===== src/rtl/rvc_fetch_aligner.sv =====
// rvc_fetch_aligner: aligns a halfword-granular fetch stream into 32-bit instructions, expanding RVC.
// Ports:
//   clk, rst_n                  clock, async active-low reset
//   flush, flush_pc             redirect request and target (bit0 ignored)
//   f_valid, f_ready, f_data    fetch word handshake, lowest halfword first
//   o_valid, o_ready            instruction handshake
//   o_instr, o_pc               expanded instruction and its PC
//   o_compressed, o_illegal     source was 16-bit / encoding unsupported
module rvc_fetch_aligner #(
    parameter int          FETCH_W  = 32,
    parameter int          BUF_HW   = 4,
    parameter bit          RVC_EN   = 1,
    parameter logic [31:0] RESET_PC = 32'h0
) (
    input  logic               clk,
    input  logic               rst_n,
    input  logic               flush,
    input  logic [31:0]        flush_pc,
    input  logic               f_valid,
    output logic               f_ready,
    input  logic [FETCH_W-1:0] f_data,
    output logic               o_valid,
    input  logic               o_ready,
    output logic [31:0]        o_instr,
    output logic [31:0]        o_pc,
    output logic               o_compressed,
    output logic               o_illegal
);
    localparam int NH = FETCH_W / 16;
    localparam int PW = $clog2(BUF_HW);
    localparam int CW = $clog2(BUF_HW + 1);
    localparam int DW = (NH > 2) ? 2 : 1;

    logic [15:0]   r_buf [BUF_HW];
    logic [PW-1:0] r_head, r_tail;
    logic [CW-1:0] r_count;
    logic [31:0]   r_pc;
    logic [DW-1:0] r_drop;
    logic          r_live;

    logic [15:0]   w_h0, w_h1;
    logic          w_16, w_pop, w_push, w_ill;
    logic [CW-1:0] w_pop_n, w_push_n, w_free;
    logic [31:0]   w_exp;
    logic [4:0]    w_rdp, w_rs1p, w_rd, w_rs2;
    logic [11:0]   w_imm6;
    logic [20:1]   w_j;
    logic [12:1]   w_b;

    function automatic logic [PW-1:0] wrap(input logic [PW-1:0] p, input int k);
        return PW'((int'(p) + k) % BUF_HW);
    endfunction

    assign w_h0     = r_buf[r_head];
    assign w_h1     = r_buf[wrap(r_head, 1)];
    assign w_16     = w_h0[1:0] != 2'b11;
    // a 32-bit head needs both halves buffered before it is presented
    assign o_valid  = (r_count >= CW'(2)) || (r_count != '0 && w_16);
    assign w_pop    = o_valid && o_ready;
    assign w_pop_n  = w_pop ? (w_16 ? CW'(1) : CW'(2)) : '0;
    // space freed by a same-cycle pop counts towards accepting a word
    assign w_free   = CW'(BUF_HW) - r_count + w_pop_n;
    assign f_ready  = r_live && !flush && w_free >= CW'(NH);
    assign w_push   = f_valid && f_ready;
    assign w_push_n = w_push ? CW'(NH) - CW'(r_drop) : '0;

    assign w_rdp  = {2'b01, w_h0[4:2]};
    assign w_rs1p = {2'b01, w_h0[9:7]};
    assign w_rd   = w_h0[11:7];
    assign w_rs2  = w_h0[6:2];
    assign w_imm6 = {{6{w_h0[12]}}, w_h0[12], w_h0[6:2]};
    assign w_j    = {{9{w_h0[12]}}, w_h0[12], w_h0[8], w_h0[10:9], w_h0[6], w_h0[7], w_h0[2], w_h0[11], w_h0[5:3]};
    assign w_b    = {{4{w_h0[12]}}, w_h0[12], w_h0[6:5], w_h0[2], w_h0[11:10], w_h0[4:3]};

    always_comb begin
        w_ill = 1'b0;
        w_exp = {16'h0, w_h0};
        case ({w_h0[15:13], w_h0[1:0]})
            5'b000_00: if (w_h0[12:5] == 8'h0) w_ill = 1'b1;
                       else w_exp = {2'b00, w_h0[10:7], w_h0[12:11], w_h0[5], w_h0[6], 2'b00, 5'd2, 3'b000, w_rdp, 7'b0010011};
            5'b010_00: w_exp = {5'b0, w_h0[5], w_h0[12:10], w_h0[6], 2'b00, w_rs1p, 3'b010, w_rdp, 7'b0000011};
            5'b110_00: w_exp = {5'b0, w_h0[5], w_h0[12], w_rdp, w_rs1p, 3'b010, w_h0[11:10], w_h0[6], 2'b00, 7'b0100011};
            5'b000_01: w_exp = {w_imm6, w_rd, 3'b000, w_rd, 7'b0010011};
            5'b010_01: w_exp = {w_imm6, 5'd0, 3'b000, w_rd, 7'b0010011};
            5'b101_01: w_exp = {w_j[20], w_j[10:1], w_j[11], w_j[19:12], 5'd0, 7'b1101111};
            5'b110_01,
            5'b111_01: w_exp = {w_b[12], w_b[10:5], 5'd0, w_rs1p, 2'b00, w_h0[13], w_b[4:1], w_b[11], 7'b1100011};
            5'b010_10: if (w_rd == 5'd0) w_ill = 1'b1;
                       else w_exp = {4'b0, w_h0[3:2], w_h0[12], w_h0[6:4], 2'b00, 5'd2, 3'b010, w_rd, 7'b0000011};
            5'b110_10: w_exp = {4'b0, w_h0[8:7], w_h0[12], w_rs2, 5'd2, 3'b010, w_h0[11:9], 2'b00, 7'b0100011};
            5'b100_10: begin
                if (!w_h0[12]) begin
                    if (w_rs2 != 5'd0) w_exp = {7'd0, w_rs2, 5'd0, 3'b000, w_rd, 7'b0110011};
                    else if (w_rd != 5'd0) w_exp = {12'd0, w_rd, 3'b000, 5'd0, 7'b1100111};
                    else w_ill = 1'b1;
                end
                else if (w_rs2 != 5'd0) w_exp = {7'd0, w_rs2, w_rd, 3'b000, w_rd, 7'b0110011};
                else w_ill = 1'b1;
            end
            default: w_ill = 1'b1;
        endcase
    end

    assign o_compressed = o_valid && w_16;
    assign o_illegal    = o_compressed && (!RVC_EN || w_ill);
    assign o_instr      = !o_valid ? 32'h0 : !w_16 ? {w_h1, w_h0} : (RVC_EN && !w_ill) ? w_exp : {16'h0, w_h0};
    assign o_pc         = r_pc;

    always_ff @(posedge clk or negedge rst_n) begin
        if (!rst_n) begin
            r_head  <= '0;
            r_tail  <= '0;
            r_count <= '0;
            r_pc    <= RESET_PC;
            r_drop  <= '0;
            r_live  <= 1'b0;
        end else begin
            r_live <= 1'b1;
            if (flush) begin
                r_head  <= '0;
                r_tail  <= '0;
                r_count <= '0;
                r_pc    <= flush_pc & ~32'h1;
                // a mid-word target skips the leading halfwords of the next word
                r_drop  <= flush_pc[DW:1];
            end else begin
                r_head  <= wrap(r_head, int'(w_pop_n));
                r_tail  <= wrap(r_tail, int'(w_push_n));
                r_count <= r_count + w_push_n - w_pop_n;
                if (w_pop) r_pc <= r_pc + (w_16 ? 32'd2 : 32'd4);
                if (w_push) r_drop <= '0;
            end
        end
    end

    always_ff @(posedge clk) begin
        for (int j = 0; j < NH; j++)
            if (w_push && j >= int'(r_drop))
                r_buf[wrap(r_tail, j - int'(r_drop))] <= f_data[16*j +: 16];
    end
endmodule


===== config.mk =====
export PLATFORM = sky130hd
export DESIGN_NAME = rvc_fetch_aligner
export DESIGN_NICKNAME = d
export VERILOG_FILES = /design/src/rtl/rvc_fetch_aligner.sv
export SDC_FILE = /design/constraint.sdc
export NUM_CORES = 1
export LEC_CHECK = 0
export ABC_AREA = 1
export CAP_MARGIN = 30
export CORE_UTILIZATION = 58
export CTS_CLUSTER_DIAMETER = 80
export CTS_CLUSTER_SIZE = 8
export DETAILED_ROUTE_END_ITERATION = 10
export HOLD_SLACK_MARGIN = 0.02
export PLACE_DENSITY = 0.88
export REMOVE_ABC_BUFFERS = 1
export SYNTH_ARGS = -nofsm -noshare
export SYNTH_HDL_FRONTEND = slang
export SYNTH_SLANG_ARGS = --single-unit

===== constraint.sdc =====
create_clock -name clk -period 6.4 [get_ports clk]
set_input_delay 1.28 -clock clk [delete_from_list [all_inputs] [get_ports clk]]
set_output_delay 1.28 -clock clk [all_outputs]
set_load 0.005 [all_outputs]

# Word-level counts from Yosys, hierarchy flattened
# Memory sizes are Yosys's and may differ from the RTL's.
# Cells that the tools add are included.
# totals
reg_bits,41
ramBits,64
memories,1
# op_classes
addsub,13
n_lt_le_gt_ge,3
n_eq_ne,11
mux,32
n_reduce_logical,20
# memory_table
name,depth,width,read_ports,rd_ports_with_merged_regs,write_ports,line,rtl
r_buf,4,16,2,0,2,34,logic [15:0] r_buf [BUF_HW];
# ops
operator,count
$pmux W32 S10,1
$mux W32,6
$mux W25,2
$add A32 B3 Y32,1
$eq A5 B5 Y1 const B,6
$mux W30,1
$mux W28,1
$mux W20,1
$eq A5 B4 Y1 const B,3
$mux W1,12
$logic_not A5 Y1,2
$reduce_bool A5 Y1,2
$mux W3,3
$add A2 B2 Y2,4
$logic_and A1 B1 Y1,8
$logic_not A8 Y1,1
$mux W2,4
$reduce_or A8 Y1,1
$ge A3 B2 Y1 const B,2
$eq A5 B1 Y1 const B,1
$pmux W1 S4,1
$reduce_bool A2 Y1,2
$sub A1 B1 Y2 const A,2
$add A3 B2 Y3,1
other kinds (11),11

# Depth between registers and ports, before layout
# An unclocked memory read counts as a cell.
# depth
depth_word,14
depth_mapped,26

# Least setup slack after synthesis
# No wires, ideal clock.
# synth_timing
kind,register -> register
start,register r_head[0]
end,memory r_buf[0][0] (enable)
setup_time_ns,0.411
arrival_time_ns,3.824
path_slack_ns,2.165
stages_incl_launch_ff,21
n_path_buf,1
period_less_slack_ns,4.235
cell_sequence,dfrtp_1 > inv_2 > buf_6 > nand2_1 > nand3_1 > nand2_2 > nand2_4 > inv_2 > o21ai_4 > nand2_4 > nor2_1 > nor2_1 > fa_1 > xor2_1 > nand2_1 > nand3_1 > inv_1 > nand2_1 > nor2_1 > inv_1 > o21ai_0
# synth_rtl
item,line,rtl
start: declaration,35,"logic [PW-1:0] r_head, r_tail;"
start signal: assignment,127,"r_head <= wrap(r_head, int'(w_pop_n));"
end: declaration,34,

# Worst setup path after layout
# layout_timing
start,register r_head[0]
end,output f_ready
# layout_via
elab_chain_len,9
# layout_lines
item,line,rtl
$mem_v2 Z4 W16 *,-,
$ne A2 B2 Y1 *,56,assign w_16 = w_h0[1:0] != 2'b11;
$logic_and A1 B1 Y1,58,assign o_valid = (r_count >= CW'(2)) || (r_count != '0 && w_16);
$logic_or A1 B1 Y1,58,
$logic_and A1 B1 Y1,59,assign w_pop = o_valid && o_ready;
$mux W2 *,60,assign w_pop_n = w_pop ? (w_16 ? CW'(1) : CW'(2)) : '0;
$add A3 B2 Y3 *,62,assign w_free = CW'(BUF_HW) - r_count + w_pop_n;
$ge A3 B2 Y1 *,63,assign f_ready = r_live && !flush && w_free >= CW'(NH);
$logic_and A1 B1 Y1 *,63,
end: declaration,20,"output logic f_ready,"
# Mark *: on every way between the ends. The rest lies on a longest branch, timed or not.

==> run summary <==
FINISH
------------------------------------------------------------------------------------
Post-route core utilization                                                    0.736
Layout Nets                                                                    1,263
Final std cell area, no fill                                              9330 sq um
Filler Cell Count                                                              1,020
Number of standard cells in the layout, taps in and fillers out                1,359
Ant diodes                                                                         0
Fraction of final layout cells sized beyond drive strength 1                  0.0674
Growth of design area from synthesis to finish                                 23.4%

TIMING
------------------------------------------------------------------------------------
Share of the cycle needed by the critical path after routing                   0.926
Count of final max-slew check failures                                             0
Maximum clock rate                                                         0.169 GHz
Crit path time final                                                         5.93 ns
RSZ-0062 raised after global routing                                              no
Final Skew                                                                0.00875 ns
Smallest hold slack                                                         0.563 ns
Final TNS setup                                                                 0 ns
Slew at the pin closest to its max-slew limit                               0.931 ns
Headroom to the max-slew limit                                                 0.380
Number of hold violations in the final report                                      0
Number of setup violations in the final report                                     0

SYNTHESIS
------------------------------------------------------------------------------------
Dominant combinational cell family by area after synthesis              simple AND/OR/NAND/NOR gates
Cells after synthesis                                                          1,065
Share of flip-flops with an asynchronous set or reset                          0.385
Seq cells post-synth                                                             104
Adder and majority cell fraction of the synthesized area                      0.0238
Portion of netlist area occupied by mux cells                                      0
Number of different library cells in the post-synthesis netlist                   41
Top cell type's share of synthesized area                                      0.254
Simple logic cell fraction of the synthesized area                             0.294
Top post-synthesis cells by area                                        edfxtp_1 (25%), nand2_1 (14%), dfrtp_1 (13%)
Number of warnings printed during yosys synthesis                                  0
Fraction of synthesized cell area in xor and xnor cells                       0.0278
Post-synthesis average cell area                                          7.09 sq um
Proportion of synthesized chip area in sequential cells                        0.387
Cell taking the most area after synthesis                                   edfxtp_1
Compound-gate portion of the synthesized area                                  0.171
Most frequent cell after synthesis                                           nand2_1
Cell area after synthesis                                                 7560 sq um
Number of synthesized flops with an enable pin                                    64
Commonest cells post-synth                                              nand2_1 (279), inv_1 (119), o21ai_0 (119)
Flip-flop cell with the highest count after synthesis                       edfxtp_1

SETUP PATH
------------------------------------------------------------------------------------
Required time worst endpoint                                                 5.12 ns
Reg-to-reg critical path endpoint                                         r_count[2]
Dominant delay contributor by cell family on the critical path          buffers and inverters
Library cell appearing most often on the critical path                       nand2_1
Peak per-stage delay on the critical path                                    0.51 ns
Crit path max fanout                                                              34
Type of destination of the critical path                                  output pin
Critical path capture point                                                  f_ready
Crit path buffers/inverters                                                        6
Source of the worst register-to-register timing path                       r_head[0]
Critical setup path kind                                                flop to output pin
Startpoint type of the worst setup path                                         flop
Slack of the worst reg-to-reg path                                           1.08 ns
Slowest CP cell                                                         clkdlybuf4s50_1
Data arrival, critical path                                                  4.65 ns
Number of gates on the worst path with buffers counted                            18
Launch point of the worst path                                             r_head[0]
Critical path cell sequence                                             buf_4 -> inv_2 -> nand2_1 -> nand3_1 -> nand2_1 -> inv_1 -> nand2_4 -> inv_2 -> o21ai_4 -> nand2_4 -> nor2_1 -> nor2_1 -> fa_1 -> xor2_1 -> nand2_1 -> nand3_1 -> inv_1 -> clkdlybuf4s50_1
Path depth of the worst reg2reg path                                              27

DIE
------------------------------------------------------------------------------------
X dimension of the die                                                   116 microns
Initial core utilization                                                       0.596
Core ar.                                                                12,700 sq um
Row Count                                                                         41
Die area                                                                13,500 sq um
IO Pins                                                                          137
Vertical die dimension                                                   116 microns

GLOBAL ROUTE
------------------------------------------------------------------------------------
Total track usage                                                              0.367
Global-route wire length before repair                                  37,200 microns
Overflow left after global routing                                                 0
Initial antenna violation count                                                    0
Vias in the first global route                                                 7,304
Pin count of the biggest net entering global routing                              45

PWR
------------------------------------------------------------------------------------
Cell internal power dissipation                                              2030 uW
Leakage                                                                   0.00396 uW
Clock share of power                                                           0.154
P_sw                                                                         1880 uW
Sw Ratio                                                                       0.480
Combinational cell fraction of total power                                     0.607
Share of total power in sequential cells                                       0.239
Power Density                                                            419 nW/um^2
VDD IR-drop max                                                               196 uV

CTS
------------------------------------------------------------------------------------
Clk Latency, worst-skew pair                                                 0.37 ns
Quantity of gates resized following cts                                            0
Sinks on the clock net                                                           104
TritonCTS clock tree                                                             yes
Maximum number of buffers from clock root to sink                                  2
Cell at the root of the clock tree                                         clkbuf_16
Clock-pin transition on the worst setup and hold timing paths                0.09 ns
Post-CTS setup buffer count                                                        0
TritonCTS buffer count                                                             9
CTS hold repair buffers                                                            0
Number of levels in the clock H-tree                                               3

PLACE
------------------------------------------------------------------------------------
Cell area after placement                                                 9010 sq um
Weighted congestion at the end of routability-driven global placement           1.01
Port Buf Inserts                                                                 134
Detailed Place HPWL                                                     17,000 microns
Cells after DPL                                                                1,343

OUTCOME
------------------------------------------------------------------------------------
Outcome                                                                 finished, final reports clean

ROUTE
------------------------------------------------------------------------------------
First drt pass iteration count                                                     8
Drc violations                                                                     0
Iteration-0 DRC Markers                                                          903
Wirelength, routed                                                      24,200 microns
Post-DR vias/cell                                                               5.90
Detail-routed net length per standard cell                              17.8 microns
Via count                                                                      8,012
Number of nets with antenna violations after detailed routing                      0

WORST HOLD PATH
------------------------------------------------------------------------------------
Worst hold path class                                                   flop to flop

RUN
------------------------------------------------------------------------------------
Count of max-cap constraint violations                                             0

==> registers in the layout (all words and copies together), names as in the netlist <==
signal   flops
r_tail       2
r_buf       64
r_head       2
r_live       1
o_pc        31
r_count      3
r_drop       1
==> stage by stage <==
step / power [uW] / worst slack, ns
after global routing: 4150 / 0.252
final: 3910 / 0.475
after floorplan: 2240 / 0.907
after global placement: 3220 / 1.09
after detailed placement: 3250 / 1.01
after CTS: 3850 / 0.579
==> logic make-up after synthesis <==
family | after synthesis
other | 2
AO/OA/AOI/OAI | 232
XOR/XNOR | 24
adder cells (fa/ha/maj) | 12
flip-flops | 104
buffers and inverters | 178
AND/OR/NAND/NOR | 513
==> layer usage <==
metal / track usage / up-vias / share of wire / routed length [microns]
li1: - / 3784 / - / -
met1: 0.509 / 3677 / 0.42 / 10100
met2: 0.571 / 496 / 0.45 / 10800
met3: 0.0633 / 55 / 0.11 / 2570
met4: 0.149 / 0 / 0.031 / 755
met5: 0 / - / 0 / 0
==> final cells by class <==
cell class	instances	area [sq um]	area share
clock buffers	9	225	0.0242
clock inverters	7	91.3	0.00979
inverters	133	499	0.0535
multi-input cells	783	3910	0.419
flip-flops and latches	104	2920	0.313
well taps	172	215	0.0231
repair buffers	151	1460	0.157
==> power groups by stage <==
stage          Clock (uW)  Sequential (uW)  Combinational [uW]
5_1_grt               626              950                2570
4_1_cts               604              932                2310
3_3_place_gp            0              944                2280
2_1_floorplan           0              953                1280
6_report              601              936                2370
3_5_place_dp            0              945                2300
==> how the worst min path moves through the flow <==
stage | start | slack [ns] | depth (start not counted) | to
after floorplan | r_drop | 0.51 | 2 | r_drop
after global placement | o_pc[31] | 0.52 | 2 | o_pc[31]
after detailed placement | o_pc[31] | 0.54 | 2 | o_pc[31]
after CTS | o_pc[31] | 0.57 | 2 | o_pc[31]
after global routing | o_pc[31] | 0.59 | 2 | o_pc[31]
final | o_pc[31] | 0.56 | 2 | o_pc[31]
==> worst register-to-register path: cells and delay by family, from the launching register on <==
kind                     cells  cell delay (ns)
AO/OA/AOI/OAI                1             0.42
XOR/XNOR                     2             0.34
adder cells (fa/ha/maj)      4             1.17
buffers and inverters        8             1.17
flip-flops                   1             0.35
AND/OR/NAND/NOR             12             1.74
==> layout by cell type (no fill, tap or decap), types with 4 or more instances in the layout <==
cell             netlist  layout
o221ai_1               8       8
nor2_2                 7       7
inv_1                119     119
nand3_1               62      62
nor3_1                20      20
dfrtp_1               40      40
a31oi_1               14      14
clkdlybuf4s50_1        0     133
xnor2_1                6       6
o22ai_1               17      17
inv_2                 13      13
nand4_1               18      18
nand3_2                4       4
xor2_1                18      18
a21oi_1               42      42
ha_1                   8       8
buf_4                  4      17
nand2_2               10      10
fa_1                   4       4
o211ai_1               8       8
edfxtp_1              64      64
clkbuf_16              0       9
nand2_1              279     279
o21ai_1               14      16
o21ai_0              119     117
nor2_1               100     100
nor2_4                 5       5
No activity file was read; power rests on OpenSTA's default activity.
